==> src/rtl/pipe_stall_ctrl.sv <==
// Hazard and stall controller for a 5-stage pipeline: load-use stalls,
// taken-branch flushes, external freezes and debug counters.
module pipe_stall_ctrl (
  input  logic        clk,
  input  logic        reset,
  input  logic        id_ex_mem_read,
  input  logic [4:0]  id_ex_rt,
  input  logic [4:0]  if_id_rs,
  input  logic [4:0]  if_id_rt,
  input  logic        ex_branch_taken,
  input  logic        ext_stall,
  output logic        pc_write,
  output logic        if_id_write,
  output logic        id_ex_bubble,
  output logic        if_id_flush,
  output logic        pc_sel_branch,
  output logic [1:0]  state,
  output logic [15:0] stall_cycles,
  output logic [15:0] flush_count
);

  typedef enum logic [1:0] {
    RUN      = 2'b00,
    LU_STALL = 2'b01,
    BR_FLUSH = 2'b10,
    BAD      = 2'b11
  } st_t;

  st_t  st_q;
  st_t  st_nx;
  logic pending;
  logic pending_nx;
  logic service;
  logic lu_hazard;
  logic branch;

  assign lu_hazard = id_ex_mem_read && (id_ex_rt != 5'd0) &&
                     ((id_ex_rt == if_id_rs) || (id_ex_rt == if_id_rt));
  assign branch    = ex_branch_taken || pending;
  assign state     = st_q;

  // Output and next-state decode from registered state, pending flag and inputs
  always_comb begin
    st_nx         = st_q;
    pending_nx    = pending;
    service       = 1'b0;
    pc_write      = 1'b1;
    if_id_write   = 1'b1;
    id_ex_bubble  = 1'b0;
    if_id_flush   = 1'b0;
    pc_sel_branch = 1'b0;
    if (reset) begin
      pc_write     = 1'b0;
      if_id_write  = 1'b0;
      id_ex_bubble = 1'b1;
      st_nx        = RUN;
      pending_nx   = 1'b0;
    end else if (ext_stall) begin
      pc_write    = 1'b0;
      if_id_write = 1'b0;
      if (st_q == BAD)
        st_nx = RUN;
      // A branch seen in BR_FLUSH is wrong-path and never remembered
      if (ex_branch_taken && (st_q != BR_FLUSH))
        pending_nx = 1'b1;
    end else begin
      case (st_q)
        RUN, LU_STALL: begin
          if (branch) begin
            if_id_flush  = 1'b1;
            id_ex_bubble = 1'b1;
            pc_write     = 1'b0;
            service      = 1'b1;
            pending_nx   = 1'b0;
            st_nx        = BR_FLUSH;
          end else if ((st_q == RUN) && lu_hazard) begin
            pc_write     = 1'b0;
            if_id_write  = 1'b0;
            id_ex_bubble = 1'b1;
            st_nx        = LU_STALL;
          end else begin
            st_nx = RUN;
          end
        end
        BR_FLUSH: begin
          pc_sel_branch = 1'b1;
          if_id_flush   = 1'b1;
          id_ex_bubble  = 1'b1;
          pending_nx    = 1'b0;
          st_nx         = RUN;
        end
        default: begin
          // Illegal encoding: recover to RUN, keep any live branch pending
          st_nx      = RUN;
          pending_nx = pending || ex_branch_taken;
        end
      endcase
    end
  end

  // State, pending flag and saturating counters
  always_ff @(posedge clk or posedge reset) begin
    if (reset) begin
      st_q         <= RUN;
      pending      <= 1'b0;
      stall_cycles <= 16'd0;
      flush_count  <= 16'd0;
    end else begin
      st_q    <= st_nx;
      pending <= pending_nx;
      if (!pc_write && (stall_cycles != 16'hFFFF))
        stall_cycles <= stall_cycles + 16'd1;
      if (service && (flush_count != 16'hFFFF))
        flush_count <= flush_count + 16'd1;
    end
  end

endmodule
==> config.mk <==
export PLATFORM = sky130hd
export DESIGN_NAME = pipe_stall_ctrl
export DESIGN_NICKNAME = d
export VERILOG_FILES = /design/src/rtl/pipe_stall_ctrl.sv
export SDC_FILE = /design/constraint.sdc
export NUM_CORES = 1
export LEC_CHECK = 0
export CORE_MARGIN = 3
export CORE_UTILIZATION = 35
export DETAILED_ROUTE_END_ITERATION = 8
export PLACE_DENSITY = 0.65
export RECOVER_POWER = 100
export SYNTH_ARGS = -nofsm -noshare
export SYNTH_HDL_FRONTEND = slang
export SYNTH_SLANG_ARGS = --single-unit
==> constraint.sdc <==
create_clock -name clk -period 2.53 [get_ports clk]
set_input_delay 0.3795 -clock clk [delete_from_list [all_inputs] [get_ports clk]]
set_output_delay 0.3795 -clock clk [all_outputs]
set_load 0.02 [all_outputs]
After elaboration in Yosys (flattened, before gate mapping)
Index checks and enable logic that the tools add are counted.
Widths: inputs -> output; s select.
{"block": "op_classes", "mux": 35, "reduce_logical": 13, "add_sub_neg": 2, "eq_ne": 11}
{"op": "$add 16x1->16 const B", "count": 2}
{"op": "$ne 16x16->1 const B", "count": 2}
{"op": "$mux 1", "count": 27}
{"op": "$eq 5x5->1", "count": 2}
{"op": "$mux 2", "count": 5}
{"op": "$logic_and 1x1->1", "count": 6}
{"op": "$ne 3x2->1 const B", "count": 2}
{"op": "$pmux 1 s2", "count": 3}
{"op": "$reduce_bool 5->1", "count": 1}
{"op": "$eq 2x2->1 const B", "count": 2}
{"op": "$ne 4x4->1 const B", "count": 1}
{"op": "$eq 2x1->1 const B", "count": 1}
{"op": "$logic_not 2->1", "count": 1}
{"op": "$logic_or 1x1->1", "count": 2}
{"op": "$ne 2x2->1 const B", "count": 1}
{"op": "$reduce_and 2->1", "count": 1}
{"op": "$reduce_or 2->1", "count": 1}
{"op": "$logic_not 1->1", "count": 1}
{"block": "totals", "output_inout_bits": 39, "regBits": 35, "elab_cells": 65}

Depth between registers and ports, before layout
{"block": "logic_depth", "depth_word": 11, "ltp_mapped": 8, "mapped_depth_nobuf": 7}

Worst setup path before layout
OpenSTA, ideal clock, no wires.
{"block": "synth_timing", "path_type": "input-to-output", "from": "input port reset", "to": "output port id_ex_bubble", "required_ns": 2.151, "cell_stages": 2, "path_buffers": 0, "t_arrival_ns": 1.660, "setup_slack_ns": 0.491, "cell_sequence": "inv_1 -> o21ai_0"}
{"block": "synth_via", "elab_chain_len": 1}
{"item": "start, declared", "line_no": "5", "source": "input logic reset,"}
{"item": "$mux 1", "line_no": "52", "source": "if (reset) begin"}
{"item": "end, declared", "line_no": "14", "source": "output logic id_ex_bubble,"}
Every way passes these cells.

Final worst setup path
{"block": "layout_timing", "from": "input port id_ex_rt[1]", "to": "output port pc_write"}
{"block": "layout_via", "elab_chain_len": 9, "elab_cells_between_ends": 12, "cone_classes": "eq/ne: 2; mux: 5; reduce/logical: 5"}
{"item": "start, declared", "line_no": "7", "source": "input logic [4:0] id_ex_rt,"}
{"item": "$eq 5x5->1 or $reduce_bool 5->1 (tied branches)", "line_no": "38, 37"}
{"item": "$logic_or 1x1->1 or $logic_and 1x1->1 (tied branches)", "line_no": "38, 37"}
{"item": "$logic_and 1x1->1 *", "line_no": "37", "source": "assign lu_hazard = id_ex_mem_read && (id_ex_rt != 5'd0) &&"}
{"item": "$logic_and 1x1->1 *", "line_no": "76", "source": "end else if ((st_q == RUN) && lu_hazard) begin"}
{"item": "$mux 1 *", "line_no": "76"}
{"item": "$mux 1 *", "line_no": "69", "source": "if (branch) begin"}
{"item": "$mux 1 *", "line_no": "67", "source": "case (st_q)"}
{"item": "$mux 1 *", "line_no": "58", "source": "end else if (ext_stall) begin"}
{"item": "$mux 1 *", "line_no": "52"}
{"item": "end, declared", "line_no": "12", "source": "output logic pc_write,"}
Every way passes the cells marked *; elsewhere a longest branch is shown, timed or not.

==> impl_results.md <==
* Max Cap Viol at 0
* DRT Wirelength at 4300 µm
* Final Hold Violating Endpoints at 0
* Met3 usage at 0.0542
* Slew Viols, Final at 0
* Largest net degree at the start of global routing at 37
* Grt met1 use at 0.186
* Mapped Nets at 211
* CTS Sinks at 35
* Initial antenna violation count at 0
* CTS Buffer Depth at 2
* Register area share after synthesis at 0.458
* Clock transition at path regs at approximately 0.070 ns
* R2r setup slk at 0.37 ns
* Final cycle utilization of the critical path at 0.965
* H-tree depth at 2
* GR Layer Usage met2 at 0.247
* Worst vdd ir at ~0.48 mV
* Post-DP HPWL at 3280 µm
* Post-synth top area share at 0.458
* Post-Syn Instances at 189
* Nets at 288
* Sequential share of power at 0.431
* Synthesis warning total at 0
* Die area at 0.00638 mm²
* Overall power at approximately 2000 µW
* Switching Fraction at 0.362
* Hold slack at 0.496 ns
* GRT Overall Usage at 0.149
* Minimum clock period at 2.44 ns
* GRT overflow at 0
* Cell Int Power at 1260 µW
* Synth area leaders: dfrtp_1 (46%), xor2_1 (11%), xnor2_1 (4.6%), nand4_1 (3.6%), nor3_1 (3.1%)
* Port-buffer cells at 58
* Critical path required time at 2.15 ns
* Setup Buffers After CTS at 0
* # hold bufs at CTS at 0
* First-pass GRT wire length at 7570 µm
* Outcome: complete, no violations
* CTS root buf: clkbuf_8
* Starting Density at 0.367
* Area of the mapped netlist at 0.00191 mm²
* Utilization after layout at 0.525
* Initial drt markers at 70
* Switch Pwr at 717 µW
* Comb power frac at 0.348
* Syn-to-layout area delta at 43.2%
* Worst Skew at 0.00848 ns
* Number of library cell types mapped by synthesis at 44
* Worst Tran Pin Value at 0.878 ns
* Synth area leader: dfrtp_1
* Via Count at 1631
* Antenna diode count at 0
* Most common cell after layout, fill and taps aside: dfrtp_1
* Syn_area_per_cell at a little over 10 µm²
* RSZ-0062 raised after global routing: yes
* TritonCTS Buffers at 5
* Insertion delay to the later sink of the worst-skew pair at approximately 0.29 ns
* Routability-driven placement congestion ratio at a little under 0.8
* TritonCTS clock tree: yes
* Core area at about 0.0052 mm²
* Antenna-violating nets left at 0
* Crit path max fanout at 2
* Lkg Pwr at between 0.001 and 0.0015 µW
* Setup violators final at 0
* Seq cells post-synth at 35
* CP Launch Type: input pin
* Cell Pwr Density at 724 mW/mm²
* Critical path type: input pin to output pin
* Busiest layer in global routing: met2
* Critical path capture point type: output pin
* Die Ht at 79.9 µm
* Share of layout cells above drive strength 1 at 0.124
* Most frequent cells in the layout: dfrtp_1 (35), dlygate4sd3_1 (34), xor2_1 (25)
* Mean routed wirelength per cell at 12.8 µm
* Clock group share of total power at 0.222
* Data arrival, critical path at ~2 ns
* Drt first pass iters at 4
* Via/cell ratio at between 4 and 5
* TNS Setup at 0 ns
* Remaining DRCs at 0
* Slew margin rel. at 0.415
* Hold crit path type: register to register
* I/O pins at between 50 and 60
* Std-Cell Rows at 26
* Max Freq at about 0.41 GHz
* Die extent in x at 79.9 µm
* Vias in the first global route at between 1500 and 2000
registers in the layout, indices dropped and copies added (netlist names):
signal	cells
flush_count	16
state	2
stall_cycles	16
pending	1
final timing paths:
path / depth (start not counted) / end / from
worst max-delay path: 7 / pc_write / id_ex_rt[1]
worst max register to register: 5 / flush_count[1] / flush_count[4]
min in group asynchronous: 4 / stall_cycles[0] / reset
max in group asynchronous: 4 / stall_cycles[5] / reset
worst min register to register: 1 / stall_cycles[11] / stall_cycles[11]
worst min-delay path: 1 / stall_cycles[11] / stall_cycles[11]
per-stage QoR:
step | cells | cell area (µm²) | worst slack (ns)
6_report | 337 | 2740 | 0.0889
3_3_place_gp | 329 | 2690 | -0.335
5_1_grt | 337 | 2740 | 0.000571
2_1_floorplan | 189 | 1910 | 0.491
3_5_place_dp | 329 | 2690 | -0.355
4_1_cts | 337 | 2780 | 0.00477
power groups by stage:
stage,combinational (µW),sequential [µW],clock (µW)
finish,689,853,439
floorplan,241,988,0
global placement,736,866,0
global route,763,882,486
detailed placement,746,867,0
CTS,748,858,458
cells in the mapped netlist, drive strengths merged:
library cell	instances
and2	3
nor3b	1
nor4	4
a41oi	1
o21a	1
nand3	8
xor2	25
o41ai	1
a22oi	1
nand2	12
a2111oi	1
nor3	13
and3	4
a31oi	3
nor2b	1
dfrtp	35
nand2b	1
inv	7
and4	2
ha	2
or4	1
or3	1
o31ai	2
a21oi	6
nand4	12
clkbuf	3
o21ai	3
nor2	17
xnor2	10
and4b	1
o22ai	1
buf	2
o2111ai	1
mux2	2
a211oi	1
kinds of logic (layout without fill, tap and decap cells):
group | after synthesis | count (layout) | share of synthesized area
buffers and inverters | 12 | 90 | 0.0282
and+or+nand+nor | 81 | 81 | 0.248
xor gates and xnor gates | 35 | 35 | 0.160
DFF | 35 | 35 | 0.458
adders and majority gates | 2 | 2 | 0.0131
AOI/OAI and AO/OA | 22 | 22 | 0.0799
muxes | 2 | 2 | 0.0118
critical path, stage by stage:
cell and delay [ns]:
clkdlybuf4s50_1 0.42, or4_4 0.54, o2111ai_2 0.21, buf_4 0.15, o21ai_2 0.06, inv_2 0.06, clkdlybuf4s15_2 0.25
cell type report:
cell class,count,area (µm²)
well taps,70,87.6
clock buffers,8,100
multi-input cells,142,961
inverters,7,26.3
repair buffers,75,684
flip-flops and latches,35,876
fillers,506,2470
routing by layer:
metal,vias up,wire [µm]
li1,828,-
met1,767,1930
met2,31,2130
met3,5,186
met4,0,49
met5,-,0
repair_timing:
| action | in CTS | in global routing |
|---|---|---|
| endpoints found under the setup margin | 3 | 3 |
| hold endpoints to repair | 0 | 0 |
| gates resized for setup | 11 | 4 |
Note: power is estimated with default switching activity, not from simulation.
==> RTL edit: new RTL, same flow settings <==
Register the output `flush_count` once more, without a reset; this adds one clock of latency there. The other outputs are not delayed to match.
--- a/src/rtl/pipe_stall_ctrl.sv
+++ b/src/rtl/pipe_stall_ctrl.sv
@@ -25,6 +25,8 @@
     BR_FLUSH = 2'b10,
     BAD      = 2'b11
   } st_t;
+
+  logic [15:0] flush_count_s0;
 
   st_t  st_q;
   st_t  st_nx;
@@ -104,15 +106,19 @@
       st_q         <= RUN;
       pending      <= 1'b0;
       stall_cycles <= 16'd0;
-      flush_count  <= 16'd0;
+      flush_count_s0 <= 16'd0;
     end else begin
       st_q    <= st_nx;
       pending <= pending_nx;
       if (!pc_write && (stall_cycles != 16'hFFFF))
         stall_cycles <= stall_cycles + 16'd1;
-      if (service && (flush_count != 16'hFFFF))
-        flush_count <= flush_count + 16'd1;
+      if (service && (flush_count_s0 != 16'hFFFF))
+        flush_count_s0 <= flush_count_s0 + 16'd1;
     end
   end
 
+  always_ff @(posedge clk) begin
+    flush_count <= flush_count_s0;
+  end
+
 endmodule
Behaviour: not the same (a bounded check fails within 4 cycles, from zero or initial values and one cycle with reset high).
==> RTL edit against the original RTL <==
  * Sequential power is 24% higher
  * Wire length increased by 1.9%
  * Final cell count grew 2.1%
  * Design area rose by 10%
  * Global-route usage decreased by 1.8 points
  * Setup slack worse by 0.0050 ns
  * Total power increased by 15%
  * Sequential cell count rose by 16
  * Count of clock-buffer cells in the layout fell by 2
  * Critical endpoint is now if_id_flush
  * Synthesized area rose by 13%
  * Combinational power shrank 19%
==> RTL edit: results (changes against the original RTL) <==
* WL final at 4380 um (+1.9%)
* Slew margin rel. at 0.411 (-0.00379)
* Crit Path Max Fanout at 5 (+3)
* First-pass GRT wire length at 7620 um (+0.73%)
* Post-Syn Nets at 214 (+1.4%)
* Depth of the most critical reg-to-reg path at 6 (+1)
* Pre-CTS setup slack at -0.348 ns (+0.00775 ns)
* Skew final at 0.00975 ns (+0.00127 ns)
* Max clock buf depth at 2 (unchanged)
* DR iter-0 viols at 87 (+24%)
* RePlAce Congestion at 0.727 (-8.4%)
* Fillers at 548 (+8.3%)
* Number of nets in the layout at 293 (+1.7%)
* H-tree depth at 2 (unchanged)
* R2R Path Start: state[1]
* Hold Slack at 0.417 ns (-0.0790 ns)
* Largest net degree at the start of global routing at 37 (unchanged)
* Status: complete, no violations
* Port bufs at 58 (unchanged)
* Syn Area/Cell at 11.2 um^2 (+11%)
* Hpwl dp at 3370 um (+2.7%)
* Peak supply drop at 0.512 mV (+5.6%)
* Hold Path End: flush_count[4]
* Initial antenna violation count at 0 (unchanged)
* FF-to-FF End: flush_count_s0[6]
* Asr flop ratio synth at 0.686 (-0.314)
* Clk root buf: clkbuf_8
* Most frequent cells after synthesis: dfrtp_1, xnor2_1, dfxtp_1
* Worst hold start: flush_count_s0[4]
* Registers with the most flip-flops: flush_count (16), flush_count_s0 (16), stall_cycles (16)
* Reg2reg setup slack at 0.46 ns (+0.09 ns)
* Vias per cell at 4.88 (+0.73%)
* Layout Cells excl Fill at 344 (+2.1%)
* Area contributors post-synth: dfrtp_1, dfxtp_1, xnor2_1
* Vias in the first global route at 1731 (+4.7%)
* Synth warn at 0 (unchanged)
* Num CTS Buffers at 5 (unchanged)
* Share of layout cells above drive strength 1 at 0.110 (-0.0133)
* Hold depth at 0 (-1)
* LEAKAGE at 1.39 nW (+19%)
* Antenna cells at 0 (unchanged)
* Reg clk slew, reported paths at roughly 0.08 ns
* Post-synthesis sequential area ratio at 0.555 (+0.0971)
* GRT Util Overall at 0.132 (-0.0176)
* Netlist cell types at 35 (-20%)
==> RTL edit: per-layer routing <==
| metal | part of all wire | wire length (um) | GRT usage |
|---|---|---|---|
| met3 | 0.042 | 183 | 0.0334 |
| met4 | 0.0087 | 38 | 0.0417 |
| met1 | 0.42 | 1850 | 0.152 |
| met5 | 0 | 0 | 0 |
| met2 | 0.53 | 2310 | 0.240 |
==> RTL edit: worst max-delay path: stages <==
cell and delay [ns]:
clkdlybuf4s50_1 0.42, nor2_1 0.32, nand2_1 0.12, and3_1 0.18
dlygate4sd3_1 0.65
==> RTL edit: timing repair <==
item / in CTS / in global routing
setup endpoints to repair: 3 / 3
resized for setup: 11 / 3
buffers inserted: 0 / 1
pin swaps: 0 / 2
endpoints found under the hold margin: 0 / 0
==> RTL edit: how the worst max path moves through the flow <==
stage | slack [ns] | cells past startpoint | end | from
final | 0.08 | 5 | if_id_flush | ex_branch_taken
after global routing | 0.03 | 7 | pc_write | id_ex_rt[1]
after CTS | 0.05 | 8 | pc_write | id_ex_rt[0]
after detailed placement | -0.35 | 6 | if_id_write | id_ex_rt[2]
after global placement | -0.32 | 6 | if_id_write | id_ex_rt[2]
after floorplan | 0.46 | 4 | if_id_write | id_ex_rt[1]
==> RTL edit: layout make-up <==
class / instances / area [um^2] / share of cell area
timing repair buffer: 75 / 676 / 0.224
clock inverter: 2 / 60.1 / 0.0199
clock buffer: 6 / 72.6 / 0.0241
tap: 72 / 90.1 / 0.0299
sequential: 51 / 1200 / 0.397
inverter: 4 / 15.0 / 0.00498
multi-input combinational: 134 / 906 / 0.300
==> RTL edit: cells by family (layout without fill, tap and decap cells) <==
logic type | count (synthesis) | in the layout | share of synthesized area
compound gates | 12 | 12 | 0.0436
xor+xnor | 38 | 38 | 0.158
fa+ha+maj | 2 | 2 | 0.0116
buf+inv | 7 | 87 | 0.0168
flops | 51 | 51 | 0.555
mux | 4 | 4 | 0.0203
simple gates | 78 | 78 | 0.194
==> RTL edit: power breakdown <==
group,switching (mW),internal [mW],total [mW]
logic,0.280,0.279,0.558
registers,0.121,0.941,1.06
clock network,0.255,0.395,0.650
==> RTL edit: through the flow <==
| stage | area, um^2 | util | TNS [ns] | power, mW |
|---|---|---|---|---|
| final | 3020 | 0.525 | 0 | 2.27 |
| after global routing | 3020 | 0.525 | 0 | 2.41 |
| after CTS | 3060 | 0.532 | 0 | 2.35 |
| after detailed placement | 2920 | 0.509 | -0.929 | 1.69 |
| after global placement | 2920 | 0.509 | -0.800 | 1.68 |
| after floorplan | 2150 | - | 0 | 1.39 |
